$ cat config.mk
export PLATFORM = sky130hd
export DESIGN_NAME = colour_grid_generator
export DESIGN_NICKNAME = d
export VERILOG_FILES = /design/src/rtl/colour_grid_pkg.sv /design/src/rtl/colour_grid_generator_locator.sv /design/src/rtl/colour_grid_generator.sv
export SDC_FILE = /design/constraint.sdc
export NUM_CORES = 1
export LEC_CHECK = 0
export BUFFER_PORTS_ARGS = -buffer_cell sky130_fd_sc_hd__buf_2
export CAP_MARGIN = 20
export CORE_MARGIN = 8
export CORE_UTILIZATION = 40
export CTS_BUF_LIST = sky130_fd_sc_hd__clkbuf_16
export CTS_CLUSTER_DIAMETER = 150
export CTS_CLUSTER_SIZE = 25
export DETAILED_ROUTE_END_ITERATION = 12
export GPL_TIMING_DRIVEN = 0
export PLACE_DENSITY_LB_ADDON = 0.05
export SYNTH_ARGS = -nofsm -noshare
export SYNTH_HDL_FRONTEND = slang
export SYNTH_SLANG_ARGS = --single-unit
$ cat constraint.sdc
create_clock -name Clock -period 6.7 [get_ports Clock]
set_clock_uncertainty 0.2 [all_clocks]
set_input_delay 0.335 -clock Clock [delete_from_list [all_inputs] [get_ports Clock]]
set_output_delay 0.335 -clock Clock [all_outputs]
set_load 0.02 [all_outputs]
$ cat src/rtl/colour_grid_pkg.sv
// Shared types and helpers for the touch-interactive colour grid.
package colour_grid_pkg;

    localparam int MAX_REGIONS = 256;
    localparam int REGION_W    = $clog2(MAX_REGIONS);

    typedef logic [2:0] palette_t;

    typedef enum logic [1:0] {
        IDLE  = 2'd0,
        ARMED = 2'd1,
        HELD  = 2'd2
    } press_state_t;

    // Palette index bits are {R,G,B}; each set bit drives a full-scale channel.
    function automatic logic [23:0] idx_to_rgb(input palette_t idx);
        return {{8{idx[2]}}, {8{idx[1]}}, {8{idx[0]}}};
    endfunction

endpackage

$ cat src/rtl/colour_grid_generator_locator.sv
// Maps a 10-bit coordinate onto one of N equal spans, clamping to the last span.
module grid_region_locator #(
    parameter int N    = 4,
    parameter int SPAN = 200
) (
    input  logic [9:0] coord,
    output logic [3:0] index
);

    // Counting the boundaries at or below coord gives the span index; stopping
    // at N-1 boundaries clamps anything past the active area to the last span.
    always_comb begin
        index = '0;
        for (int c = 0; c < N - 1; c++) begin
            if ((c + 1) * SPAN <= int'(coord)) begin
                index = index + 4'd1;
            end
        end
    end

endmodule

$ cat src/rtl/colour_grid_generator.sv
// Touch-interactive colour grid: per-region palette store, press FSM and
// a one-cycle registered pixel colour path.
module colour_grid_generator
    import colour_grid_pkg::*;
#(
    parameter int N_COLS   = 4,
    parameter int N_ROWS   = 2,
    parameter int H_ACTIVE = 800,
    parameter int V_ACTIVE = 480,
    parameter int TP_BITS  = 12
) (
    input  logic                Clock,
    input  logic                Reset,
    input  logic [9:0]          Coord_X,
    input  logic [9:0]          Coord_Y,
    input  logic                Touch_En,
    input  logic                Coord_En,
    input  logic [TP_BITS-1:0]  TP_X,
    input  logic [TP_BITS-1:0]  TP_Y,
    input  logic                Clear,
    input  logic                Highlight_En,
    output logic [7:0]          Red,
    output logic [7:0]          Green,
    output logic [7:0]          Blue,
    output logic [REGION_W-1:0] Sel_Region,
    output logic                Sel_Valid
);

    localparam int N_REGIONS = N_COLS * N_ROWS;
    localparam int COL_W     = H_ACTIVE / N_COLS;
    localparam int ROW_H     = V_ACTIVE / N_ROWS;
    localparam int PROD_W    = TP_BITS + 10;

    function automatic logic [REGION_W-1:0] region_of(input logic [3:0] row,
                                                      input logic [3:0] col);
        return REGION_W'(row) * REGION_W'(N_COLS) + REGION_W'(col);
    endfunction

    logic [3:0]          px_col, px_row, tp_col, tp_row;
    logic [REGION_W-1:0] px_region, tp_region;
    logic [PROD_W-1:0]   tx_prod, ty_prod;
    logic [9:0]          tx_d, ty_d;

    palette_t            colour_idx [N_REGIONS];
    palette_t            px_idx;
    logic [23:0]         px_rgb;
    logic [23:0]         rgb_p1;

    press_state_t        state_q, state_d;
    logic                press_fire;

    grid_region_locator #(.N(N_COLS), .SPAN(COL_W)) u_px_col (.coord(Coord_X), .index(px_col));
    grid_region_locator #(.N(N_ROWS), .SPAN(ROW_H)) u_px_row (.coord(Coord_Y), .index(px_row));

    // Raw panel coordinates scale into display pixels with a fixed-width product.
    assign tx_prod = PROD_W'(TP_X) * PROD_W'(H_ACTIVE);
    assign ty_prod = PROD_W'(TP_Y) * PROD_W'(V_ACTIVE);
    assign tx_d    = 10'(tx_prod >> TP_BITS);
    assign ty_d    = 10'(ty_prod >> TP_BITS);

    grid_region_locator #(.N(N_COLS), .SPAN(COL_W)) u_tp_col (.coord(tx_d), .index(tp_col));
    grid_region_locator #(.N(N_ROWS), .SPAN(ROW_H)) u_tp_row (.coord(ty_d), .index(tp_row));

    assign px_region = region_of(px_row, px_col);
    assign tp_region = region_of(tp_row, tp_col);

    // Press FSM: one increment per pen-down, and a pen held through reset must lift first.
    always_ff @(posedge Clock) begin
        if (Reset) begin
            state_q <= IDLE;
        end else begin
            state_q <= state_d;
        end
    end

    always_comb begin
        state_d    = state_q;
        press_fire = 1'b0;
        unique case (state_q)
            IDLE: begin
                if (!Touch_En) state_d = ARMED;
            end
            ARMED: begin
                if (Coord_En && Touch_En) begin
                    press_fire = 1'b1;
                    state_d    = HELD;
                end
            end
            HELD: begin
                if (!Touch_En) state_d = ARMED;
            end
            default: state_d = IDLE;
        endcase
    end

    // Colour store and selection; Clear overrides a coincident press.
    always_ff @(posedge Clock) begin
        if (Reset || Clear) begin
            for (int r = 0; r < N_REGIONS; r++) begin
                colour_idx[r] <= palette_t'(r);
            end
            Sel_Valid <= 1'b0;
            if (Reset) Sel_Region <= '0;
        end else if (press_fire) begin
            for (int r = 0; r < N_REGIONS; r++) begin
                if (REGION_W'(r) == tp_region) begin
                    colour_idx[r] <= colour_idx[r] + 3'd1;
                end
            end
            Sel_Region <= tp_region;
            Sel_Valid  <= 1'b1;
        end
    end

    always_comb begin
        px_idx = '0;
        for (int r = 0; r < N_REGIONS; r++) begin
            if (REGION_W'(r) == px_region) px_idx = colour_idx[r];
        end
        px_rgb = idx_to_rgb(px_idx);
    end

    // ---- stage p1: registered pixel colour ----
    always_ff @(posedge Clock) begin
        if (Reset) begin
            rgb_p1 <= '0;
        end else if (Highlight_En && Sel_Valid && (px_region == Sel_Region)) begin
            rgb_p1 <= ~px_rgb;
        end else begin
            rgb_p1 <= px_rgb;
        end
    end

    assign Red   = rgb_p1[23:16];
    assign Green = rgb_p1[15:8];
    assign Blue  = rgb_p1[7:0];

endmodule
[After elaboration in Yosys (flattened, before gate mapping)]
Memory sizes are Yosys's and may differ from the RTL's.
Cells that the tools add are included.
Operators by class
  add/sub/neg operators: 14
  $mul: 2
  order comparisons: 8
  equal/unequal tests: 20
  multiplexer cells: 67
  bitwise logic cells: 9
  reductions and logical operators: 11
Operators by type and width (number)
  equality test 3 x 7 -> 1 bit (first input constant): 8
  2-to-1 mux 3 bit: 16
  2-to-1 mux 1 bit: 40
  less-or-equal comparator 8 x 10 -> 1 bit (first input constant): 3
  equality test 2 x 7 -> 1 bit (first input constant): 4
  adder 3 x 1 -> 3 bit (second input constant): 8
  2-to-1 mux 24 bit: 1
  2-to-1 mux 8 bit: 3
  NOT 24 bit: 1
  less-or-equal comparator 10 bit (first input constant): 2
  less-or-equal comparator 9 x 10 -> 1 bit (first input constant): 2
  multiplier 12 x 5 -> 17 bit (second input constant): 1
  zero test 8 bit: 2
  multiplier 12 x 4 -> 16 bit (second input constant): 1
  2-to-1 mux 4 bit: 4
  adder 6 x 4 -> 7 bit: 2
  equality test 1 x 7 -> 1 bit (first input constant): 2
  less-or-equal comparator 8 x 9 -> 1 bit (first input constant): 1
  adder 4 x 1 -> 4 bit (second input constant): 2
  equality test 7 x 8 -> 1 bit: 1
  OR 1 bit: 8
  inequality test 2 bit (second input constant): 3
  adder 1 x 1 -> 2 bit (second input constant): 2
  2-to-1 mux 2 bit: 2
  9 further kinds: 12
Word-level totals
  flip-flop bits (word level): 35
  memory bits (writable): 24
  input port bits: 50
  output and inout port bits: 33
  word-level logic and storage cells: 136
  memories: 1
Memory list
  colour_idx: words 8, width 3, rd ports 8, clocked after memory_dff 0, wr ports 8, line colour_grid_generator.sv:44  | palette_t colour_idx [N_REGIONS];

[Logic depth before layout (Yosys ltp)]
  depth in word-level cells: 18
  depth in mapped cells: 23
  gate-level depth less buffers: 22

[By module]
A second synthesis with hierarchy kept.
Second synthesis, totals
  cells, all modules: 519
  area, all modules: 4818.4 um^2
By module, submodules not included
  colour_grid_generator: instances 1, cells an instance 443, area an instance 4317.9 um^2, seq. area each 1051.0 um^2
  grid_region_locator at u_px_col ...: instances 2, cells an instance 31, area an instance 210.2 um^2, seq. area each 0.0 um^2
  grid_region_locator at u_px_row ...: instances 2, cells an instance 7, area an instance 40.0 um^2, seq. area each 0.0 um^2

[Worst setup path before layout]
No wires, ideal clock.
  path type: input -> register
  start point: in TP_X[3]
  end point: mem colour_idx[1][6] (netlist bit) (enable)
  library setup time: 344 ps
  arrival time: 4614 ps
  data required time: 6156 ps
  path slack: 1542 ps
  stages: 19
  buffers on the path: 1
  cells stage by stage: ha_1 -> ha_1 -> inv_1 -> fa_1 -> inv_1 -> ha_1 -> or2_1 -> o221ai_2 -> o211ai_1 -> a21o_1 -> a311oi_4 -> and3b_1 -> ha_1 -> buf_1 -> nand2_1 -> or2_2 -> ha_1 -> nand2_1 -> o21ai_0
RTL lines
  start, declared: line colour_grid_generator.sv:18  | input logic [TP_BITS-1:0] TP_X,
  end, declared: line colour_grid_generator.sv:44

==> qor.csv <==
stage,metric,value,unit
clock_network,cts_setup_buffers,0,
logic_synthesis,ys_types,60,
detailed_routing,ant_nets,0,
status,status,"finished, final reports clean",
job,maxCapViolCount,0,
logic_synthesis,ys_seq_elements,34,
logic_synthesis,synth-main-ff-cell,edfxtp_1,
worst_hold_path,min_from,Touch_En,
cells_and_area,final_common_cell,ha_1,
worst_setup_path,r2r_start,state_q[0]$_SDFFE_PP0P_,
worst_setup_path,setup.worst_path.class,in2reg,
timing,slew_viol_final,0,
worst_setup_path,crit_path_end_kind,flip-flop,
global_route,grt_overflow,0,
timing,hold_violations,0,
detailed_routing,first_pass_iters,4,
logic_synthesis,synth_cells,447,
timing,finalCritPeriodShare,82.7,%
place,gp_congestion,0.762,
cells_and_area,final_cell_mix,"ha_1, buf_2, inv_1",
logic_synthesis,postSynthAreaPerCell,9.81,sq um
global_route,antenna_found_initial,0,
die,start_util,40.6,%
timing,final.min_clock_period,5540,ps
logic_synthesis,async_reset_ff_share,0,%
clock_network,cts-root-buf,clkbuf_16,
cells_and_area,drive_above_1_share,23.4,%
logic_synthesis,yosysWarnings,0,
clock_network,h-tree-depth,2,
cells_and_area,syn2layout_area_growth,15.5,%
pwr,p_total,1.10,mW
pwr,power_switching,446,uW
die,io_pins,83,
worst_setup_path,crit_fanout,9,
cells_and_area,final_core_util,46.9,%
place,dp_hpwl,7860,um
logic_synthesis,yosysSeqAreaShare,21.9,%
logic_synthesis,synth_area_leaders,"ha_1, edfxtp_1, fa_1",
worst_setup_path,cp-start-kind,input port,
logic_synthesis,synth_edf_count,28,
detailed_routing,vias_per_cell,4.99,
clock_network,cts.clk_slew.worst_paths,50,ps
clock_network,cts_resized,0,
global_route,grt_usage,12.8,%
clock_network,tritoncts,yes,
detailed_routing,drc_errors,0,
detailed_routing,wirelength,9130,um
pwr,leakagePower,2.49,nW
worst_setup_path,crit_arrival,5260,ps
place,port_buffers,71,
pwr,p_per_area,216,nW/um^2
timing,setup_viol,0,
cells_and_area,nets,678,
logic_synthesis,synth_area,4390,sq um
die,core,10800,sq um
worst_setup_path,setup.worst_path.start,TP_X[3],
cells_and_area,fill_cells,1046,
detailed_routing,wl_per_cell,13.6,um
timing,timing.slew.headroom,47.2,%
pwr,seq_power_share,23.3,%
pwr,internal-power,649,uW
global_route,grt_pass1_vias,3402,
timing,setup-tns-final,0,ps
clock_network,cts.path.max_buffers,2,
cells_and_area,num_antenna_cells,0,
logic_synthesis,synth_top_area_cell,ha_1,
clock_network,clk_latency,280,ps
worst_hold_path,hold_class,in2reg,
pwr,clkPwrFrac,20.0,%
timing,max_freq,180,MHz
die,die_x,121,um
timing,tightest_slew,791,ps
global_route,grt_max_degree,11,
global_route,grt_pass1_wl,15600,um
pwr,pwr-share-comb,56.7,%
die,die_h,121,um
pwr,sw_frac_of_total,40.7,%
detailed_routing,drt_iter0_markers,109,
clock_network,ctsHoldBuffers,0,
logic_synthesis,synth_top_area_share,21.1,%
timing,rsz0062_at_grt,no,
pwr,ir_drop,115,uV
die,rows,38,
clock_network,clkSinkCount,34,
detailed_routing,dr_total_vias,3339,
die,dieArea,14600,sq um
clock_network,numCtsBuffers,5,
worst_setup_path,worst-endpoint-required,6410,ps
## stage by stage
step	cell area, sq um	std cells	hold slack (ps)	worst slack (ps)
2_1_floorplan	4400	450	210	1540
6_report	5070	669	63.3	1160
3_5_place_dp	4930	661	286	844
5_1_grt	5070	669	63.2	800
4_1_cts	5070	669	60.9	1120
3_3_place_gp	4930	661	280	848
## sequential cells by signal, indices dropped and copies added, names as in the netlist
name and count:
colour_idx 24, Sel_Valid 1, state_q 2, rgb_p1 3
Sel_Region 4
## critical path: stages
cell and delay, ps:
buf_2 120, ha_1 300, ha_1 280, inv_1 50
fa_1 490, inv_1 40, ha_1 300, o21a_1 140
o221ai_2 140, o211ai_1 390, a211oi_1 150, or2_2 310
a21oi_1 120, nand2_1 80, and3b_1 190, ha_1 270
buf_1 250, nand2_1 100, or2_2 300, ha_1 320
nand2_1 130, o21ai_0 490
## per-layer routing
layer / global-route usage [%] / up-vias / part of all wire (%)
met2: 22.4 / 62 / 49
li1: - / 1715 / -
met1: 16.0 / 1556 / 46
met3: 2.14 / 6 / 4.5
met4: 3.51 / 0 / 0.97
met5: 0 / - / 0
## logic make-up (layout without fill, tap and decap cells)
logic type               count (synthesis)  in the layout  share of synthesized area (%)
AO/OA/AOI/OAI                           78             78                           13.5
XOR/XNOR                                22             22                           4.56
adder cells (fa/ha/maj)                100            100                           33.0
buffers and inverters                   82            161                           9.18
flip-flops                              34             34                           21.9
multiplexers                            16             16                           4.39
other                                    1              4                         0.0855
AND/OR/NAND/NOR                        114            114                           13.4
## final cells by class
type / instances / area (sq um) / area share [%]
buffer: 31 / 211 / 4.17
clock buffer: 5 / 125 / 2.47
clock inverter: 3 / 12.5 / 0.247
inverter: 51 / 191 / 3.78
multi-input combinational: 334 / 3030 / 59.9
sequential: 34 / 961 / 19.0
tap: 140 / 175 / 3.46
timing repair buffer: 71 / 355 / 7.01
## synthesized netlist by cell type, drive strengths merged (3+ instances only)
master,n
nor2,22
fa,26
or2,8
a21oi,7
o21a,4
nand2b,7
mux2i,8
clkbuf,3
nand2,21
and3,4
o31ai,3
xor2,6
o21ai,17
xnor2,16
inv,51
mux2,6
nor3,15
dfxtp,6
a21o,13
ha,74
nor2b,7
a211oi,12
edfxtp,28
and2,4
buf,28
nor3b,4
nand3,10
or3,6
## final timing paths
| path | end | cells after the start | slack [ps] |
|---|---|---|---|
| worst min-delay path | state_q[0]$_SDFFE_PP0P_ | 2 | 60 |
| worst max-delay path | colour_idx[1][6]$_SDFFCE_PP0P_ | 22 | 1160 |
| worst min register to register | state_q[0]$_SDFFE_PP0P_ | 1 | 290 |
| worst max register to register | colour_idx[0][2]$_SDFFCE_PN0P_ | 4 | 4250 |
## power by group through the flow
stage                     clock network [mW]  registers, mW  logic, mW
after floorplan                            0          0.264      0.472
after global placement                     0          0.260      0.617
after detailed placement                   0          0.260      0.626
after CTS                              0.223          0.256      0.631
after global routing                   0.231          0.258      0.706
final                                  0.219          0.256      0.621
Note: power is estimated with default switching activity, not from simulation.
